[config.mk]
export PLATFORM = sky130hd
export DESIGN_NAME = relu_maxpool
export DESIGN_NICKNAME = d
export VERILOG_FILES = /design/src/rtl/cnn_pkg.sv /design/src/rtl/bias_relu.sv /design/src/rtl/relu_maxpool.sv
export SDC_FILE = /design/constraint.sdc
export NUM_CORES = 1
export LEC_CHECK = 0
export CAP_MARGIN = 20
export CORE_ASPECT_RATIO = 0.6
export CORE_MARGIN = 1.5
export CORE_UTILIZATION = 40
export CTS_CLUSTER_DIAMETER = 100
export DETAILED_ROUTE_END_ITERATION = 16
export GPL_TIMING_DRIVEN = 1
export HOLD_SLACK_MARGIN = 0.15
export SLEW_MARGIN = 15
export SYNTH_ARGS = -nofsm -noshare
export SYNTH_HDL_FRONTEND = slang
export SYNTH_SLANG_ARGS = --single-unit
export TNS_END_PERCENT = 50
[constraint.sdc]
create_clock -name clk_i -period 3.5 [get_ports clk_i]
set_clock_uncertainty 0.15 [all_clocks]
set_input_delay 0.7 -clock clk_i [delete_from_list [all_inputs] [get_ports clk_i]]
set_output_delay 0.7 -clock clk_i [all_outputs]
set_load 0.1 [all_outputs]
[src/rtl/cnn_pkg.sv]
// ============================================================================
// cnn_pkg : shared fixed-point types and helpers for the CNN datapath
// Rev 1.0
// ============================================================================
`default_nettype none

package cnn_pkg;

  localparam int FXP_N = 16;
  localparam int FXP_Q = 12;

  typedef logic signed [FXP_N-1:0] fxp_t;

  localparam fxp_t FXP_MAX = {1'b0, {(FXP_N-1){1'b1}}};
  localparam fxp_t FXP_MIN = {1'b1, {(FXP_N-1){1'b0}}};

  // Add in N+1 bits; the two top bits disagree exactly when the result overflowed.
  function automatic fxp_t sat_add(input fxp_t a, input fxp_t b);
    logic signed [FXP_N:0] s;
    s = {a[FXP_N-1], a} + {b[FXP_N-1], b};
    if (s[FXP_N] != s[FXP_N-1]) begin
      sat_add = s[FXP_N] ? FXP_MIN : FXP_MAX;
    end else begin
      sat_add = s[FXP_N-1:0];
    end
  endfunction

  function automatic fxp_t fxp_max(input fxp_t a, input fxp_t b);
    fxp_max = (a > b) ? a : b;
  endfunction

endpackage

`default_nettype wire

[src/rtl/bias_relu.sv]
// ============================================================================
// bias_relu : combinational saturating bias add followed by ReLU
// Rev 1.0
// ============================================================================
`default_nettype none

module bias_relu
  import cnn_pkg::*;
(
  input  fxp_t data_i,
  input  fxp_t bias_i,
  output fxp_t relu_o
);

  fxp_t w_sum;

  assign w_sum  = sat_add(data_i, bias_i);
  assign relu_o = w_sum[FXP_N-1] ? '0 : w_sum;

endmodule

`default_nettype wire

[src/rtl/relu_maxpool.sv]
// ============================================================================
// relu_maxpool : per-map bias + ReLU followed by 2x2 stride-2 max-pooling
// Rev 1.0
// ============================================================================
`default_nettype none

module relu_maxpool
  import cnn_pkg::*;
#(
  parameter int M = 3,
  parameter int N = FXP_N
) (
  input  logic                clk_i,
  input  logic                rst_ni,
  input  logic signed [N-1:0] data_i,
  input  logic                val_i,
  input  logic                done_i,
  input  logic signed [N-1:0] bias_i,
  output logic        [N-1:0] pool_o,
  output logic                val_pool_o,
  output logic                done_pool_o
);

  localparam int HW  = M / 2;
  localparam int CW  = (M > 1) ? $clog2(M) : 1;
  localparam int HIW = (HW > 1) ? $clog2(HW) : 1;
  localparam int ODD = M % 2;

  logic [CW-1:0] col_q, col_d;
  logic [CW-1:0] row_q, row_d;
  fxp_t          tmp_q, tmp_d;
  fxp_t          pool_q, pool_d;
  logic          val_pool_q, val_pool_d;
  logic          done_pool_q;
  fxp_t          lb_q [HW];

  fxp_t          w_r;
  fxp_t          w_lb_rd;
  fxp_t          w_lb_wdata;
  logic [HIW-1:0] w_h;
  logic          w_col_last, w_row_last;
  logic          w_edge, w_beat;
  logic          w_row_odd, w_col_odd;
  logic          w_lb_we, w_emit;

  bias_relu u_bias_relu (
    .data_i (data_i),
    .bias_i (bias_i),
    .relu_o (w_r)
  );

  assign w_col_last = (col_q == CW'(M - 1));
  assign w_row_last = (row_q == CW'(M - 1));
  // With odd M the last column and last row fall outside every full window.
  assign w_edge     = (ODD != 0) && (w_col_last || w_row_last);
  assign w_beat     = val_i && !w_edge;
  assign w_row_odd  = row_q[0];
  assign w_col_odd  = col_q[0];
  assign w_h        = HIW'(col_q >> 1);

  always_comb begin
    w_lb_rd = '0;
    for (int i = 0; i < HW; i++) begin
      if (w_h == HIW'(i)) begin
        w_lb_rd = lb_q[i];
      end
    end
  end

  assign w_lb_we    = w_beat && !w_row_odd && w_col_odd;
  assign w_lb_wdata = fxp_max(tmp_q, w_r);
  assign w_emit     = w_beat && w_row_odd && w_col_odd;

  always_comb begin
    tmp_d = tmp_q;
    if (w_beat && !w_col_odd) begin
      tmp_d = w_row_odd ? fxp_max(w_lb_rd, w_r) : w_r;
    end
    if (done_i) begin
      tmp_d = '0;
    end
  end

  always_comb begin
    pool_d     = w_emit ? fxp_max(tmp_q, w_r) : pool_q;
    val_pool_d = w_emit;
  end

  // The beat is counted first; done_i then overrides so the next map starts at (0,0).
  always_comb begin
    col_d = col_q;
    row_d = row_q;
    if (val_i) begin
      if (w_col_last) begin
        col_d = '0;
        row_d = w_row_last ? '0 : row_q + CW'(1);
      end else begin
        col_d = col_q + CW'(1);
      end
    end
    if (done_i) begin
      col_d = '0;
      row_d = '0;
    end
  end

  always_ff @(posedge clk_i or negedge rst_ni) begin
    if (!rst_ni) begin
      col_q       <= '0;
      row_q       <= '0;
      tmp_q       <= '0;
      pool_q      <= '0;
      val_pool_q  <= 1'b0;
      done_pool_q <= 1'b0;
    end else begin
      col_q       <= col_d;
      row_q       <= row_d;
      tmp_q       <= tmp_d;
      pool_q      <= pool_d;
      val_pool_q  <= val_pool_d;
      done_pool_q <= done_i;
    end
  end

  always_ff @(posedge clk_i or negedge rst_ni) begin
    if (!rst_ni) begin
      for (int i = 0; i < HW; i++) begin
        lb_q[i] <= '0;
      end
    end else begin
      for (int i = 0; i < HW; i++) begin
        if (w_lb_we && (w_h == HIW'(i))) begin
          lb_q[i] <= w_lb_wdata;
        end
      end
    end
  end

  assign pool_o      = pool_q;
  assign val_pool_o  = val_pool_q;
  assign done_pool_o = done_pool_q;

endmodule

`default_nettype wire

Word-level counts from Yosys, hierarchy flattened
Cells that the tools add are included.
W data, S select, Z words.
{"block": "classes", "addsub": 3, "magnitude_cmp": 2, "eq_ne": 3, "n_mux": 16, "n_bitwise": 1, "n_reduce_logical": 15}
{"operator": "$mux W16", "n": 8}
{"operator": "$gt A16 B16 Y1", "n": 2}
{"operator": "$add A16 B16 Y17", "n": 1}
{"operator": "$mux W15", "n": 1}
{"operator": "$mux W2", "n": 7}
{"operator": "$logic_and A1 B1 Y1", "n": 7}
{"operator": "$reduce_bool A2 Y1", "n": 3}
{"operator": "$add A2 B1 Y2 const B", "n": 2}
{"operator": "$eq A2 B2 Y1 const B", "n": 2}
{"operator": "$logic_not A1 Y1", "n": 3}
{"operator": "$reduce_and A2 Y1", "n": 1}
{"operator": "$logic_or A1 B1 Y1", "n": 1}
{"operator": "$ne A1 B1 Y1", "n": 1}
{"operator": "$not A1 Y1", "n": 1}
{"block": "totals", "regBits": 54, "input_bits": 36, "output_inout_bits": 18}

Longest topological paths before layout
{"block": "logic_depth", "word_depth": 9, "ltp_mapped": 20}

Hierarchy
From an unflattened synthesis, not the netlist that was laid out.
{"block": "unflattened", "cells_unflattened": 503, "hier_area_um2": 4354.2}
{"mod": "relu_maxpool", "instances": 1, "cells_each": 375, "area_per_inst_um2": 3324.4, "seq_area_each_um2": 1351.3}
{"mod": "bias_relu", "instances": 1, "cells_each": 128, "area_per_inst_um2": 1029.7, "seq_area_each_um2": 0.0}

Least setup slack after synthesis
OpenSTA, ideal clock, no wires.
{"block": "synth_timing", "path_type": "input -> register", "start": "input port data_i[10]", "end": "register pool_q[10] (netlist: pool_o[10])", "t_arrival_ns": 4.691, "t_required_ns": 3.261, "setup_slack_ns": -1.430, "cell_stages": 18, "path_buffers": 3, "path_cell_list": "ha_1 > buf_2 > and3_1 > and2b_2 > and3_4 > or3_1 > and2_1 > buf_6 > or4_4 > nand2_1 > ha_1 > a21o_1 > a31oi_1 > nand3b_1 > o31ai_1 > clkbuf_1 > nand3_1 > o211ai_1"}
{"block": "synth_between", "elab_chain_cells": 6, "elab_cells_between_ends": 7, "classes_between": "1 x add/sub; 1 x order compare; 1 x eq/ne; 4 x mux"}
{"element": "start: declaration", "line": "relu_maxpool.sv:15", "source": "input logic signed [N-1:0] data_i,"}
{"element": "$add A16 B16 Y17 *", "line": "cnn_pkg.sv:20", "source": "s = {a[FXP_N-1], a} + {b[FXP_N-1], b};"}
{"element": "$mux W16 or $ne A1 B1 Y1 (tied branches)", "line": "cnn_pkg.sv:22, cnn_pkg.sv:21"}
{"element": "$mux W16 *", "line": "cnn_pkg.sv:21", "source": "if (s[FXP_N] != s[FXP_N-1]) begin"}
{"element": "$mux W15 *", "line": "bias_relu.sv:18", "source": "assign relu_o = w_sum[FXP_N-1] ? '0 : w_sum;"}
{"element": "$gt A16 B16 Y1", "line": "cnn_pkg.sv:29", "source": "fxp_max = (a > b) ? a : b;"}
{"element": "$mux W16 *", "line": "cnn_pkg.sv:29"}
{"element": "end signal: assignment", "line": "relu_maxpool.sv:119", "source": "pool_q <= pool_d;"}
{"element": "end: declaration", "line": "relu_maxpool.sv:32", "source": "fxp_t pool_q, pool_d;"}
Mark *: on every way between the ends. The rest lies on a longest branch, timed or not.
A chain may end at the register's enable or synchronous reset.

Worst setup path in the final report
{"block": "layout_timing", "start": "input port bias_i[6]", "end": "register tmp_q[13]"}
{"block": "layout_between", "elab_chain_cells": 9, "elab_cells_between_ends": 10, "classes_between": "1 x add/sub; 1 x order compare; 1 x eq/ne; 7 x mux"}
{"element": "start: declaration", "line": "relu_maxpool.sv:18", "source": "input logic signed [N-1:0] bias_i,"}
{"element": "$add A16 B16 Y17 *", "line": "cnn_pkg.sv:20"}
{"element": "$mux W16 or $ne A1 B1 Y1 (tied branches)", "line": "cnn_pkg.sv:22, cnn_pkg.sv:21"}
{"element": "$mux W16 *", "line": "cnn_pkg.sv:21"}
{"element": "$mux W15 *", "line": "bias_relu.sv:18"}
{"element": "$gt A16 B16 Y1", "line": "cnn_pkg.sv:29"}
{"element": "$mux W16", "line": "cnn_pkg.sv:29"}
{"element": "$mux W16 *", "line": "relu_maxpool.sv:77", "source": "tmp_d = w_row_odd ? fxp_max(w_lb_rd, w_r) : w_r;"}
{"element": "$mux W16 *", "line": "relu_maxpool.sv:76", "source": "if (w_beat && !w_col_odd) begin"}
{"element": "$mux W16 *", "line": "relu_maxpool.sv:79", "source": "if (done_i) begin"}
{"element": "end signal: assignment", "line": "relu_maxpool.sv:118", "source": "tmp_q <= tmp_d;"}
{"element": "end: declaration", "line": "relu_maxpool.sv:31", "source": "fxp_t tmp_q, tmp_d;"}
Mark *: on every way between the ends. The rest lies on a longest branch, timed or not. The select of a mux whose other input is x is not followed.

==> impl_metrics.py <==
metrics = {
    "layout": {
        "layout.cells.non_filler": 756,
        "layout_commonest_cell": "buf_4",
        "fin_nets": 704,
        "layout-drive-gt1-share": 0.449,
        "fin_area_um2": 6540,
        "area_growth_pct": 58.2,
        "final_cell_mix": "buf_4, dfrtp_1, nand2_1",
        "num_antenna_cells": 0,
    },
    "drt": {
        "drtAntennaViolNets": 0,
        "drtPass1Iterations": 4,
        "wl_per_cell_um": 19.1,
        "route.detailed.drc": 0,
        "drtIter0Drc": 330,
        "wirelength_mm": 14.5,
        "via_count": 4367,
        "vias_per_cell": 5.78,
    },
    "clock_tree": {
        "clkLatencyLatePin_ns": 0.30,
        "clockBufferDepth": 2,
        "h-tree-depth": 2,
        "cts_tree": "yes",
        "clkTransAtPathRegs_ns": 0.07,
        "cts_root_buffer": "clkbuf_16",
        "numCtsBuffers": 5,
        "cts_num_sinks": 54,
    },
    "worst_setup_path": {
        "worstSetupStartpointType": "primary input",
        "path_class": "in2reg",
        "cp-end-kind": "flop",
        "cp_slowest_cell": "or4_1",
        "arrival_ns": 4.39,
        "cpLargestDelayFamily": "simple AND/OR/NAND/NOR gates",
        "cp_cell_sequence": "buf_6 -> ha_4 -> or2_1 -> and4b_4 -> and3_4 -> or3_4 -> and2_4 -> buf_4 -> or2_2 -> nand2_2 -> ha_1 -> nand4_1 -> or4_1 -> nand4_1 -> a31oi_1 -> nor3b_2 -> buf_4 -> a21o_2",
        "cp_data_required_time_ns": 3.59,
        "slowest_delay_ns": 0.54,
        "path_max_fanout": 7,
        "critPathBufInv": 3,
    },
    "place": {
        "place.gp.congestion": 0.907,
        "place_ws_ns": -1.67,
        "port_buffers": 53,
        "place_inst": 707,
        "dp_hpwl_mm": 9.82,
        "post_dp_cell_area_um2": 5480,
    },
    "timing": {
        "tightest_slew_ns": 0.766,
        "rsz0062_at_grt": "true",
        "finalCritPeriodShare": 1.23,
        "finalMaxSlewViolations": 0,
        "slew_headroom": 0.489,
        "hold_viol_final": 0,
        "setup_viol": 45,
        "min_period_ns": 4.30,
        "final.setup.worst_slack_ns": -0.800,
        "fmax_mhz": 233,
    },
    "die": {
        "std_cell_rows": 28,
        "start_util": 0.415,
        "io_pins": 54,
        "dieWidth_um": 134,
        "dieArea_um2": 11000,
        "die_y_um": 81.7,
        "core-area_um2": 9950,
    },
    "pwr": {
        "p_seq_frac": 0.285,
        "internal_power_w": 0.00178,
        "p_sw_w": 0.00121,
        "sw_frac_of_total": 0.406,
        "p_clk_frac": 0.164,
        "comb_power_share": 0.552,
        "p_per_area_nw_per_um2": 458,
        "p_leak_nw": 3.00,
        "ir_drop_mv": 0.265,
        "power_w": 0.00299,
    },
    "global_route": {
        "grt_start_max_net_pins": 44,
        "grt_overflow": 0,
        "grtUsageTotal": 0.274,
        "grt_pass1_vias": 4276,
        "grt_pass1_wl_mm": 23.1,
        "antenna_found_initial": 0,
    },
    "synth": {
        "ys_types": 58,
        "synth_top_family_by_area": "compound AO/OA/AOI/OAI gates",
        "synth_fa_ha_area_frac": 0.144,
        "synth_compound_gate_area_share": 0.238,
        "syn_area_um2": 4130,
        "synth.area.mux_share": 0.00999,
        "yosys.area_share.simple": 0.230,
        "synth-async-reset-ratio": 1.00,
        "synthCells": 462,
        "yosys-top-cells-area": "dfrtp_1, ha_1, nand2_1",
        "synth_ff_type": "dfrtp_1",
        "synth-edff-count": 0,
        "yosysTopAreaCell": "dfrtp_1",
        "syn_nets": 545,
        "synth_top_area_share": 0.327,
        "ys_seq_area_frac": 0.327,
        "syn_area_per_cell_um2": 8.94,
        "ys.warnings.count": 0,
        "synth_xor_area_frac": 0.0212,
        "synth-seq-cells": 54,
    },
    "run_status": {
        "outcome": "finished, violations left",
        "violations": "negative setup slack",
    },
    "worst_hold_path": {
        "hp-class": "reg2reg",
    },
    "job": {
        "max_cap_violations": 0,
    },
}
per-stage QoR:
stage                     hold WS (ns)   util  setup TNS (ns)
after global routing             0.375  0.657          -39.47
final                            0.349  0.657          -33.55
after CTS                        0.349  0.646          -32.49
after detailed placement         0.329  0.551          -73.09
after global placement           0.320  0.551          -71.02
after floorplan                  0.254      -          -40.72
area by class of cell:
cell class | instances | area [um^2]
clock buffers | 7 | 133
fillers | 814 | 3410
inverters | 7 | 26.3
multi-input cells | 378 | 3390
flip-flops and latches | 54 | 1350
well taps | 135 | 169
repair buffers | 175 | 1460
power groups by stage:
stage / clock, W / sequential [W] / combinational [W]
after floorplan: 0 / 0.000995 / 0.000677
after global placement: 0 / 0.000851 / 0.00125
after detailed placement: 0 / 0.000852 / 0.00128
after CTS: 0.000499 / 0.000845 / 0.00156
after global routing: 0.000534 / 0.000870 / 0.00178
final: 0.000490 / 0.000851 / 0.00165
metal layers:
| metal | up-vias | track usage | wire (um) |
|---|---|---|---|
| li1 | 2035 | - | - |
| met1 | 2131 | 0.387 | 6800 |
| met2 | 178 | 0.431 | 6320 |
| met3 | 23 | 0.0599 | 1080 |
| met4 | 0 | 0.0634 | 257 |
| met5 | - | 0 | 0 |
path summary, 6_finish.rpt:
check / from / endpoint / slack (ns) / cells past startpoint
min reg2reg: lb_q[15]$_DFFE_PN0P_ / lb_q[15]$_DFFE_PN0P_ / 0.35 / 1
min in group asynchronous: rst_ni / pool_o[9]$_DFFE_PN0P_ / 0.65 / 2
max reg2reg: col_q[1]$_DFFE_PN0P_ / tmp_q[13]$_DFFE_PN0P_ / 0.35 / 9
max: bias_i[6] / tmp_q[13]$_DFFE_PN0P_ / -0.80 / 18
min: lb_q[15]$_DFFE_PN0P_ / lb_q[15]$_DFFE_PN0P_ / 0.35 / 1
max in group asynchronous: rst_ni / pool_o[1]$_DFFE_PN0P_ / 1.65 / 3
flip-flops by register name (all words and copies together) (netlist names):
signal	flops
row_q	2
tmp_q	16
pool_o	16
col_q	2
done_pool_o	1
val_pool_o	1
lb_q	16
repair_timing:
action                     4_1_cts  5_1_grt
setup buffers                   34        4
hold endpoints to repair        11        0
gates cloned                     3        1
pin swaps                       73       24
setup endpoints to repair       45       45
hold buffers                     1        0
gates resized for setup        203       31
cells by family after synthesis:
| group | count (synthesis) |
|---|---|
| xor gates and xnor gates | 10 |
| AOI/OAI and AO/OA | 134 |
| adders and majority gates | 47 |
| and+or+nand+nor | 183 |
| muxes | 4 |
| DFF | 54 |
| buffers and inverters | 30 |
Yosys cell counts (4+ instances only):
cell type,instances
nand3_1,24
a221o_1,4
inv_1,6
nand4_1,10
a22o_1,15
nand2_1,60
a31oi_1,5
o31ai_1,6
dfrtp_1,54
nor2b_1,21
clkbuf_1,21
o211ai_1,20
xnor2_1,8
ha_1,46
o21ai_0,15
or2_2,4
nand2b_1,7
a2bb2oi_1,4
a21o_1,23
nor2_1,17
and2_1,12
and3_1,7
a21oi_1,17
Power figures use the tool's default switching activity.
